==> src/rtl/ntt_stage_sequencer.sv <==
// Sequences one NTT/INTT transform: optional psi pre-pass, log2(n) butterfly stages,
// optional psi post-pass. Also gates single-cycle core ops onto the shared modular unit.
module ntt_stage_sequencer #(
    parameter int unsigned PSI_CYCLES = 32,
    parameter int unsigned WAIT_MAX   = 255,
    parameter int unsigned LOGN_W     = 4
) (
    input  logic              clk,
    input  logic              rst_n,
    input  logic              cmd_valid,
    output logic              cmd_ready,
    input  logic              cmd_fwd,
    input  logic [LOGN_W-1:0] cmd_log_n,
    input  logic [LOGN_W-1:0] cmd_first_rounds,
    input  logic              abort,
    input  logic              run_loop,
    input  logic              core_req,
    output logic              core_gnt,
    output logic              ntt_start,
    output logic              single_bf,
    output logic              fwd_ntt,
    output logic              ntt_first_rounds,
    output logic              update_m_single_bf,
    output logic [LOGN_W-1:0] index_single_bf,
    output logic              update_omega_single_bf,
    output logic              mul_psi1,
    output logic              mul_psi2,
    output logic              update_psi,
    output logic              busy,
    output logic              done,
    output logic              err
);
    localparam int unsigned PSI_W = $clog2(PSI_CYCLES);
    localparam int unsigned TO_W  = $clog2(WAIT_MAX + 1);

    typedef enum logic [3:0] {
        S_IDLE, S_PRE, S_CFG_M, S_CFG_W, S_START, S_WAIT_HI, S_WAIT_LO, S_POST, S_FIN
    } state_t;

    state_t              state, state_n;
    logic                fwd_q;
    logic [LOGN_W-1:0]   log_n_q, fr_q, stage, stage_n, fr_sel, idx_q;
    logic [PSI_W-1:0]    psi_cnt;
    logic [TO_W-1:0]     to_cnt;
    logic                first_q, err_q, err_n, legal, in_loop_n;

    assign legal     = (cmd_log_n != '0) && (cmd_log_n <= LOGN_W'(10));
    assign fr_sel    = (state == S_IDLE) ? cmd_first_rounds : fr_q;
    assign in_loop_n = (state_n == S_CFG_M) || (state_n == S_CFG_W) || (state_n == S_START) ||
                       (state_n == S_WAIT_HI) || (state_n == S_WAIT_LO);

    always_comb begin
        state_n                = state;
        stage_n                = stage;
        err_n                  = 1'b0;
        cmd_ready              = 1'b0;
        core_gnt               = 1'b0;
        ntt_start              = 1'b0;
        update_m_single_bf     = 1'b0;
        update_omega_single_bf = 1'b0;
        mul_psi1               = 1'b0;
        mul_psi2               = 1'b0;
        update_psi             = 1'b0;
        done                   = 1'b0;
        case (state)
            S_IDLE: begin
                cmd_ready = 1'b1;
                core_gnt  = core_req && !cmd_valid;
                if (cmd_valid) begin
                    stage_n = '0;
                    if (!legal) err_n   = 1'b1;
                    else        state_n = cmd_fwd ? S_PRE : S_CFG_M;
                end
            end
            S_PRE: begin
                mul_psi1   = 1'b1;
                update_psi = 1'b1;
                if (psi_cnt == PSI_W'(PSI_CYCLES - 1)) state_n = S_CFG_M;
            end
            S_CFG_M: begin
                update_m_single_bf = 1'b1;
                state_n            = S_CFG_W;
            end
            S_CFG_W: begin
                update_omega_single_bf = 1'b1;
                state_n                = S_START;
            end
            S_START: begin
                ntt_start = 1'b1;
                state_n   = S_WAIT_HI;
            end
            S_WAIT_HI: begin
                // a rising run_loop wins over a timeout landing on the same cycle
                if (run_loop) begin
                    state_n = S_WAIT_LO;
                end else if (to_cnt == TO_W'(WAIT_MAX - 1)) begin
                    err_n   = 1'b1;
                    state_n = S_IDLE;
                end
            end
            S_WAIT_LO: begin
                if (!run_loop) begin
                    stage_n = stage + LOGN_W'(1);
                    if (stage_n < log_n_q) state_n = S_CFG_M;
                    else if (!fwd_q)       state_n = S_POST;
                    else                   state_n = S_FIN;
                end
            end
            S_POST: begin
                mul_psi2   = 1'b1;
                update_psi = 1'b1;
                if (psi_cnt == PSI_W'(PSI_CYCLES - 1)) state_n = S_FIN;
            end
            S_FIN: begin
                done    = 1'b1;
                state_n = S_IDLE;
            end
            default: state_n = S_IDLE;
        endcase
        if (abort && (state != S_IDLE)) begin
            state_n = S_IDLE;
            err_n   = 1'b0;
            done    = 1'b0;
        end
    end

    always_ff @(posedge clk) begin
        if (!rst_n) begin
            state   <= S_IDLE;
            fwd_q   <= 1'b0;
            log_n_q <= '0;
            fr_q    <= '0;
            stage   <= '0;
            psi_cnt <= '0;
            to_cnt  <= '0;
            idx_q   <= '0;
            first_q <= 1'b0;
            err_q   <= 1'b0;
        end else begin
            state <= state_n;
            stage <= stage_n;
            err_q <= err_n;
            if ((state == S_IDLE) && cmd_valid) begin
                fwd_q   <= cmd_fwd;
                log_n_q <= cmd_log_n;
                fr_q    <= cmd_first_rounds;
            end
            psi_cnt <= (((state == S_PRE) || (state == S_POST)) && (state_n == state)) ?
                       psi_cnt + PSI_W'(1) : '0;
            to_cnt  <= ((state == S_WAIT_HI) && (state_n == S_WAIT_HI)) ? to_cnt + TO_W'(1) : '0;
            if (state_n == S_CFG_M) idx_q <= stage_n;
            // computed from next-state values so the flag is already valid in CFG_M
            first_q <= in_loop_n && (stage_n < fr_sel);
        end
    end

    assign busy             = (state != S_IDLE);
    assign single_bf        = 1'b0;
    assign fwd_ntt          = fwd_q;
    assign index_single_bf  = idx_q;
    assign ntt_first_rounds = first_q;
    assign err              = err_q;

endmodule
==> config.mk <==
export PLATFORM = sky130hd
export DESIGN_NAME = ntt_stage_sequencer
export DESIGN_NICKNAME = d
export VERILOG_FILES = /design/src/rtl/ntt_stage_sequencer.sv
export SDC_FILE = /design/constraint.sdc
export NUM_CORES = 1
export LEC_CHECK = 0
export CAP_MARGIN = 20
export CORE_MARGIN = 8
export CORE_UTILIZATION = 60
export CTS_BUF_LIST = sky130_fd_sc_hd__clkbuf_4
export CTS_CLUSTER_DIAMETER = 200
export DETAILED_ROUTE_END_ITERATION = 6
export PLACE_DENSITY = 0.88
export SLEW_MARGIN = 20
export SYNTH_ARGS = -nofsm -noshare
export SYNTH_HDL_FRONTEND = slang
export SYNTH_SLANG_ARGS = --single-unit
==> constraint.sdc <==
create_clock -name clk -period 4.6 [get_ports clk]
set_input_delay 0.69 -clock clk [delete_from_list [all_inputs] [get_ports clk]]
set_output_delay 0.69 -clock clk [all_outputs]
set_load 0.05 [all_outputs]
==> results.tsv, run 1 <==
stage	metric	value	unit
status	outcome	finished, final reports clean	
floorplanning	die height	74.7	um
pwr	static leakage	0.000991	uW
place	input/output buffers	31	
routing	total iterations of the first detailed-routing run	4	
cts	post-cts sizing count	0	
timing	Final period util	0.701	
worst_setup_path	critical path's top delay family	buffers and inverters	
final_layout	leading cell type in the layout, fill and taps excluded	nand2_1	
worst_setup_path	slowest cell on the critical path	clkdlybuf4s50_1	
worst_setup_path	CP max stage delay	0.79	ns
final_layout	Reg area	721	um2
yosys	synth top area cells	dfxtp_1 (35%), nand2_1 (6.7%), ha_1 (6.7%)	
place	placed cell areas	0.00237	mm2
routing	post-DR vias/cell	5.68	
final_layout	post-route cell area	0.00245	mm2
routing	drt wl/cell	14.8	um
timing	Slew HR	0.580	
job	max cap viols	0	
routing	Remaining DRCs	0	
yosys	Post-Syn Instances	249	
worst_setup_path	CP Data Required Time	3.91	ns
worst_setup_path	Setup crit end kind	output pin	
yosys	area leader, netlist	dfxtp_1	
floorplanning	I/O pins	33	
global_route	first-pass GRT wire length	8170	um
cts	CTS tree	done	
routing	1st-iter DRT viols	216	
cts	clk_lat worst skew	0.36	ns
global_route	final global-route overflow total	0	
timing	unrepaired setup endpoints after global routing	no	
yosys	EDFF count, synth	0	
yosys	post-synth net total	275	
final_layout	final core occ	0.735	
timing	final number of hold-violating endpoints	0	
worst_setup_path	CP cell instances	nand2_1 -> nor3b_1 -> or2_2 -> clkdlybuf4s50_1	
place	dpl hpwl	3540	um
final_layout	Syn-to-layout area delta	18.6	%
yosys	Synth top area share	0.348	
place	GP Congestion	0.963	
routing	via count	1839	
worst_setup_path	Buf+Inv Stages, Crit Path	1	
final_layout	final net count	303	
pwr	power per cell area	487	mW/mm2
global_route	antenna violations before repair	0	
global_route	vias in the first global route	1814	
yosys	Seq cells post-synth	36	
yosys	Mapped Avg Cell Area	8.31	um2
pwr	Max IR drop VDD	0.266	mV
yosys	prevailing post-synth register cell	dfxtp_1	
worst_setup_path	CP Class	register to output pin	
cts	TritonCTS buffer count	5	
timing	Max Fclk	310	MHz
floorplanning	num rows	21	
timing	clk_skew	0.0102	ns
cts	H-tree Lvls	2	
worst_setup_path	worst-path maximum fanout	15	
yosys	Mapped Area	0.00207	mm2
global_route	largest net degree at the start of global routing	20	
final_layout	multi-input logic area	0.00122	mm2
routing	WL final	4790	um
timing	Slew @ Worst Pin	0.629	ns
final_layout	most frequent cells in the layout	nand2_1 (37), dfxtp_1 (36), clkdlybuf4s50_1 (31)	
cts	clk slew on worst S/H paths	0.11	ns
worst_setup_path	Startpoint Class	register	
floorplanning	Core Box Area	0.00334	mm2
final_layout	Fillers	265	
floorplanning	area of the die	0.00558	mm2
global_route	GRT Util Overall	0.190	
cts	clk buf depth	2	
timing	Tmin final	3.22	ns
timing	endpoints failing setup	0	
yosys	sequential area share after synthesis	0.348	
routing	DRT antenna net count	0	
cts	CTS Hold Bufs	0	
timing	Worst Hold Slack	0.462	ns
yosys	asr flop ratio synth	0	
yosys	yosys synthesis warning count	0	
floorplanning	Die X	74.7	um
worst_setup_path	Worst EP arrival	2.53	ns
yosys	Yosys cell types	58	
final_layout	# diodes	0	
timing	Setup TNS	0	ns
timing	pins over their slew limit	0	
cts	Clock Sinks	36	
floorplanning	initial core utilization	0.620	
worst_hold_path	Worst Hold Class	register to register	
cts	setup repair bufs after CTS	0	
cts	Clock Tree Root	clkbuf_4	
final_layout	layout cell share with drive strength beyond 1	0.0827	
power breakdown:
group	switching, uW	internal (uW)	leakage, uW
Clock	112	113	0.0000412
Sequential	47.2	341	0.000292
Combinational	368	212	0.000657
Total	527	666	0.000991
sequential cells by signal, summed over array words and instances, names as in the netlist:
register / flops
err: 1
fr_q: 4
fwd_ntt: 1
index_single_bf: 4
log_n_q: 4
ntt_first_rounds: 1
psi_cnt: 5
stage: 4
state: 4
to_cnt: 8
worst paths after layout:
kind	start	to	slack (ns)	cells past startpoint
max	state[1]	update_psi	1.38	4
min	fr_q[0]	fr_q[0]	0.46	2
max reg2reg	stage[0]	to_cnt[6]	1.95	8
min reg2reg	fr_q[0]	fr_q[0]	0.46	2
tightest hold or removal path, delay by kind of cell (launching register included):
kind	cells	cell delay (ns)
simple gates	1	0.05
compound gates	1	0.05
flops	1	0.33
per-stage QoR:
stage,total power [uW],worst slack (ns),std cells
finish,1190,1.38,324
global route,1260,1.20,324
CTS,1190,1.36,324
detailed placement,968,1.65,316
global placement,962,1.67,316
floorplan,820,1.59,249
area by class of cell:
type | count | area share
multi-input combinational | 186 | 0.498
sequential | 36 | 0.294
timing repair buffer | 31 | 0.126
inverter | 17 | 0.0260
tap | 46 | 0.0235
clock inverter | 3 | 0.0173
clock buffer | 5 | 0.0153
layer usage:
layer / track usage / part of all wire / vias up
met4: 0.0935 / 0.015 / 0
met2: 0.307 / 0.48 / 70
met3: 0.0533 / 0.073 / 8
met1: 0.226 / 0.43 / 836
li1: - / - / 925
met5: 0 / 0 / -
cell usage after synthesis (4+ instances only):
library cell   n
a21oi_1       12
and3_1         4
clkbuf_1       4
dfxtp_1       36
ha_1          11
inv_1         16
mux2i_1       10
nand2_1       37
nand3_1        9
nor2_1        16
nor2_2         7
nor3_1         8
nor3b_1        4
o21ai_1        7
xnor2_1        7
xor2_1         5
cell families (layout without fill, tap and decap cells):
kind of cell,Yosys count,count (layout),share of synthesized area
xor gates and xnor gates,12,12,0.0508
buffers and inverters,27,56,0.0611
other,1,1,0.00181
AOI/OAI and AO/OA,42,42,0.136
muxes,11,11,0.0538
and+or+nand+nor,109,109,0.282
adders and majority gates,11,11,0.0665
DFF,36,36,0.348
Power figures use the tool's default switching activity.
==> inputs of run 2 (changes only) <==
Settings changed: CORE_UTILIZATION 60 to 50, PLACE_DENSITY 0.88 to 0.78.
Clock period 4.6 ns to 2.85 ns, I/O delays scaled along.
==> run 2 against run 1 <==
Against the previous run: worst setup slack got worse by 1.3 ns; final cell count is 2.8% higher; combinational power rose by 68%; wire length decreased by 1.6%; die area is 16% higher; largest cell class unchanged; highest routed layer unchanged.
==> results.tsv, run 2 (synthesis results as in run 1) <==
stage	metric	value	unit	change
final_layout	Syn-to-layout area delta	20.6	%	
final_layout	final net count	308		+1.7%
place	placed insts	325		+2.8%
routing	DRT antenna net count	0		unchanged
worst_setup_path	CP Class	register to output pin		
cts	clk_lat worst skew	0.35	ns	about the same
pwr	power per cell area	775	mW/mm2	+59%
routing	via count	1821		-0.98%
global_route	first-pass GRT wire length	8240	um	+0.84%
final_layout	leading cell type in the layout, fill and taps excluded	nand2_1		
final_layout	Largest Register	to_cnt		
timing	Slew @ Worst Pin	0.504	ns	-0.125 ns
place	dpl hpwl	3610	um	+1.9%
final_layout	layout cell share with drive strength beyond 1	0.0919		+0.00914
final_layout	Top Registers	to_cnt: 8 flops, psi_cnt: 5 flops		
routing	drt wl/cell	14.2	um	-4.2%
timing	unrepaired setup endpoints after global routing	no		
routing	total iterations of the first detailed-routing run	4		unchanged
pwr	static leakage	0.00105	uW	+6.3%
cts	Clock Sinks	36		unchanged
timing	Final period util	0.962		
timing	Max Fclk	365	MHz	
worst_setup_path	CP Data Required Time	2.42	ns	-1.49 ns
routing	WL final	4720	um	-1.6%
cts	TritonCTS buffer count	5		unchanged
cts	clk slew on worst S/H paths	0.11	ns	about the same
timing	clk_skew	0.0111	ns	+0.000899 ns
cts	H-tree Lvls	2		unchanged
global_route	antenna violations before repair	0		unchanged
worst_setup_path	Startpoint Class	register		
routing	post-DR vias/cell	5.47		-3.7%
floorplanning	num rows	23		+9.5%
final_layout	final core occ	0.624		-0.112
floorplanning	I/O pins	33		unchanged
job	max cap viols	0		unchanged
worst_hold_path	Worst Hold Class	register to register		
pwr	Max IR drop VDD	0.452	mV	+70%
status	outcome	finished, final reports clean		
timing	endpoints failing setup	0		unchanged
floorplanning	Die X	80.3	um	+7.5%
timing	Worst Hold Slack	0.462	ns	-0.000445 ns
floorplanning	area of the die	0.00645	mm2	+16%
routing	1st-iter DRT viols	125		-42%
timing	final number of hold-violating endpoints	0		unchanged
global_route	vias in the first global route	1812		-0.11%
final_layout	most frequent cells in the layout	nand2_1 (37), dfxtp_1 (36), clkdlybuf4s50_1 (28)		
timing	Tmin final	2.74	ns	
worst_setup_path	worst-path maximum fanout	15		unchanged
global_route	final global-route overflow total	0		unchanged
cts	clk buf depth	2		unchanged
floorplanning	initial core utilization	0.517		-0.103
routing	Remaining DRCs	0		unchanged
global_route	largest net degree at the start of global routing	16		-20%
floorplanning	Core Box Area	0.00400	mm2	+20%
final_layout	max FFs per register	8		unchanged
worst_setup_path	Worst EP arrival	2.32	ns	-0.21 ns
final_layout	# diodes	0		unchanged
timing	Setup TNS	0	ns	unchanged
cts	CTS Hold Bufs	0		unchanged
cts	Clock Tree Root	clkbuf_4		
cts	setup repair bufs after CTS	0		unchanged
place	GP Congestion	0.826		-14%
cts	CTS tree	done		
place	input/output buffers	31		unchanged
floorplanning	die height	80.3	um	+7.5%
timing	pins over their slew limit	0		unchanged
worst_setup_path	Setup crit end kind	output pin		
global_route	GRT Util Overall	0.159		-0.0309
final_layout	Post-Layout Cell Count	333		+2.8%
timing	Slew HR	0.663		+0.0829
==> run 2: changes by cell type in the layout (fill, tap and decap cells not counted) <==
cell and change:
buf_4 +5, clkdlybuf4s50_1 -3, clkinv_1 +2, dlymetal6s2s_1 +2, clkinv_2 -1, clkinvlp_4 -1
dlygate4sd2_1 +1
==> run 2: repair_timing <==
item                                    CTS  global route
endpoints found under the setup margin    1             2
gates resized for setup                   1             2
gates cloned                              0             0
==> run 2: area by class of cell <==
cell class	instances	area [um2]
Fill cell	351	1510
Tap cell	50	62.6
Clock buffer	5	37.5
Clock inverter	3	37.5
Sequential cell	36	721
Inverter	17	63.8
Multi-Input combinational cell	186	1220
Timing Repair Buffer	36	352
==> run 2: routing by layer <==
layer,share of wire,track usage,up-vias
li1,-,-,932
met1,0.45,0.193,821
met2,0.45,0.252,61
met3,0.074,0.0547,7
met4,0.020,0.0636,0
met5,0,0,-
==> run 2: path summary, 6_finish.rpt <==
path         startpoint                  to  slack, ns  cells after the start
max            state[1]           cmd_ready       0.11                      4
min reg2reg     fr_q[2]             fr_q[2]       0.46                      2
max reg2reg    stage[0]  index_single_bf[0]       0.28                      9
min             fr_q[2]             fr_q[2]       0.46                      2
==> run 2: stage by stage <==
step	cell area, um2	total power (uW)	worst slack [ns]
global placement	2420	1580	0.330
detailed placement	2420	1590	0.283
CTS	2490	1940	0.0222
global route	2490	2040	0.000432
finish	2490	1930	0.107
floorplan	2070	1320	0.102
==> run 2: critical path, cell delays in order (launching register included) <==
cell and delay [ns]:
dfxtp_1 0.48, nor2_1 0.25, nand2_1 0.17, inv_2 0.21, clkdlybuf4s50_1 0.85
==> run 2: power breakdown <==
part	internal, uW	switching, uW	leakage, uW
logic	354	622	0.000721
clock network	179	170	0.0000403
registers	551	57.6	0.000292
==> inputs of run 3 (changes only) <==
Settings changed: SKIP_CTS_REPAIR_TIMING from default to 1, SLEW_MARGIN 20 to default.
==> run 3 against run 2 <==
Against the previous run: utilization about the same; flip-flop and latch count stayed put; design area about the same; wire length up 0.15%; critical path type unchanged; final cell count unchanged; clock skew barely moved.
==> results.tsv, run 3 (synthesis results as in run 1) <==
stage	metric	value	unit	change
status	outcome	finished, final reports clean		
timing	Slew HR	0.663		about the same
pwr	Power Internal	1090	uW	+0.54%
cts	clk slew on worst S/H paths	0.11	ns	about the same
cts	TritonCTS buffer count	5		unchanged
pwr	Comb power frac	0.506		about the same
routing	total iterations of the first detailed-routing run	4		unchanged
worst_setup_path	Worst EP arrival	2.23	ns	-0.09 ns
floorplanning	initial core utilization	0.517		unchanged
worst_setup_path	Startpoint Class	register		
global_route	largest net degree at the start of global routing	16		unchanged
pwr	power per cell area	777	mW/mm2	+0.26%
routing	1st-iter DRT viols	131		+4.8%
worst_setup_path	slowest cell on the critical path	clkdlybuf4s50_1		
routing	post-DR vias/cell	5.45		-0.33%
worst_setup_path	Buf+Inv Stages, Crit Path	1		-1
worst_setup_path	CP cell instances	nand2_1 -> nor3b_1 -> clkdlybuf4s50_1		
final_layout	most frequent cells in the layout	nand2_1 (37), dfxtp_1 (34), clkdlybuf4s50_1 (30)		
timing	Max Fclk	377	MHz	+3.4%
worst_hold_path	Worst Hold Class	register to register		
routing	drt wl/cell	14.2	um	+0.15%
place	GP Congestion	0.826		unchanged
floorplanning	area of the die	0.00645	mm2	unchanged
timing	clk_skew	0.0111	ns	+0.0000342 ns
floorplanning	num rows	23		unchanged
timing	unrepaired setup endpoints after global routing	no		
final_layout	max FFs per register	8		unchanged
cts	clk buf depth	2		unchanged
pwr	NetSw	850	uW	about the same
pwr	switching share of total power	0.438		-0.00126
cts	H-tree Lvls	2		unchanged
floorplanning	I/O pins	33		unchanged
pwr	clock share of power	0.180		about the same
final_layout	# diodes	0		unchanged
global_route	vias in the first global route	1812		unchanged
worst_setup_path	Setup crit end kind	output pin		
routing	WL final	4730	um	+0.15%
final_layout	Top Registers	to_cnt: 8 flops, psi_cnt: 5 flops		
final_layout	layout cell share with drive strength beyond 1	0.0989		+0.00707
final_layout	Syn-to-layout area delta	20.7	%	about the same
global_route	first-pass GRT wire length	8240	um	unchanged
worst_setup_path	worst-path maximum fanout	15		unchanged
pwr	sequential share of power	0.314		about the same
worst_setup_path	critical path's top delay family	buffers and inverters		
timing	Tmin final	2.65	ns	-0.0898 ns
floorplanning	die height	80.3	um	unchanged
floorplanning	Die X	80.3	um	unchanged
cts	clk_lat worst skew	0.35	ns	about the same
routing	Remaining DRCs	0		unchanged
global_route	GRT Util Overall	0.159		unchanged
final_layout	final core occ	0.624		about the same
job	max cap viols	0		unchanged
worst_setup_path	CP Data Required Time	2.42	ns	about the same
pwr	static leakage	0.00103	uW	-2.0%
routing	DRT antenna net count	0		unchanged
timing	final number of hold-violating endpoints	0		unchanged
final_layout	leading cell type in the layout, fill and taps excluded	nand2_1		
final_layout	final net count	308		unchanged
floorplanning	Core Box Area	0.00400	mm2	unchanged
cts	CTS tree	done		
place	dpl hpwl	3610	um	unchanged
place	input/output buffers	31		unchanged
cts	Clock Sinks	36		unchanged
cts	Clock Tree Root	clkbuf_4		
pwr	Max IR drop VDD	0.452	mV	about the same
final_layout	Largest Register	to_cnt		
routing	via count	1815		-0.33%
timing	pins over their slew limit	0		unchanged
timing	Final period util	0.931		-0.0315
timing	endpoints failing setup	0		unchanged
global_route	antenna violations before repair	0		unchanged
timing	Setup TNS	0	ns	unchanged
worst_setup_path	CP Class	register to output pin		
global_route	final global-route overflow total	0		unchanged
timing	Slew @ Worst Pin	0.504	ns	-0.0000759 ns
worst_setup_path	CP max stage delay	0.88	ns	+0.03 ns
[run 3: worst reg2reg max path, cell delays in order, from the launching register on]
cell and delay (ns):
dfxtp_1 0.43, nand3_1 0.11, xnor2_1 0.16, ha_1 0.22
or3_1 0.39, o22ai_1 0.26, o311ai_1 0.16, o21ai_1 0.31
nand4_2 0.25, mux2i_1 0.18
[run 3: area by class of cell]
cell class,instances,area [um2]
Inverter,17,63.8
Fill cell,352,1500
Tap cell,50,62.6
Sequential cell,36,723
Clock buffer,5,37.5
Timing Repair Buffer,36,350
Multi-Input combinational cell,186,1220
Clock inverter,3,37.5
[run 3: power groups by stage]
stage | sequential, uW | clock (uW) | combinational [uW]
floorplan | 630 | 0 | 694
global placement | 618 | 0 | 960
detailed placement | 619 | 0 | 974
CTS | 607 | 358 | 979
global route | 619 | 377 | 1050
finish | 609 | 349 | 980
[run 3: layer usage]
metal / part of all wire / vias to the layer above / GRT usage
met5: 0 / - / 0
met4: 0.020 / 0 / 0.0636
met3: 0.067 / 7 / 0.0547
met2: 0.45 / 54 / 0.252
met1: 0.46 / 822 / 0.193
li1: - / 932 / -
[run 3: final timing paths]
path,start,to,slack (ns),cells past startpoint
setup / recovery,state[1],mul_psi2,0.20,3
hold / removal,fr_q[2],fr_q[2],0.46,2
hold reg to reg,fr_q[2],fr_q[2],0.46,2
setup reg to reg,stage[0],index_single_bf[0],0.28,9
[run 3: stage by stage]
stage	total power, uW	hold WS [ns]	std cells	cell area, um2	setup WS [ns]
6_report	1940	0.462	333	2500	0.197
5_1_grt	2050	0.485	333	2500	0.0266
4_1_cts	1940	0.463	333	2490	-0.0672
3_5_place_dp	1590	0.448	325	2420	0.283
3_3_place_gp	1580	0.441	325	2420	0.330
2_1_floorplan	1320	0.433	249	2070	0.102
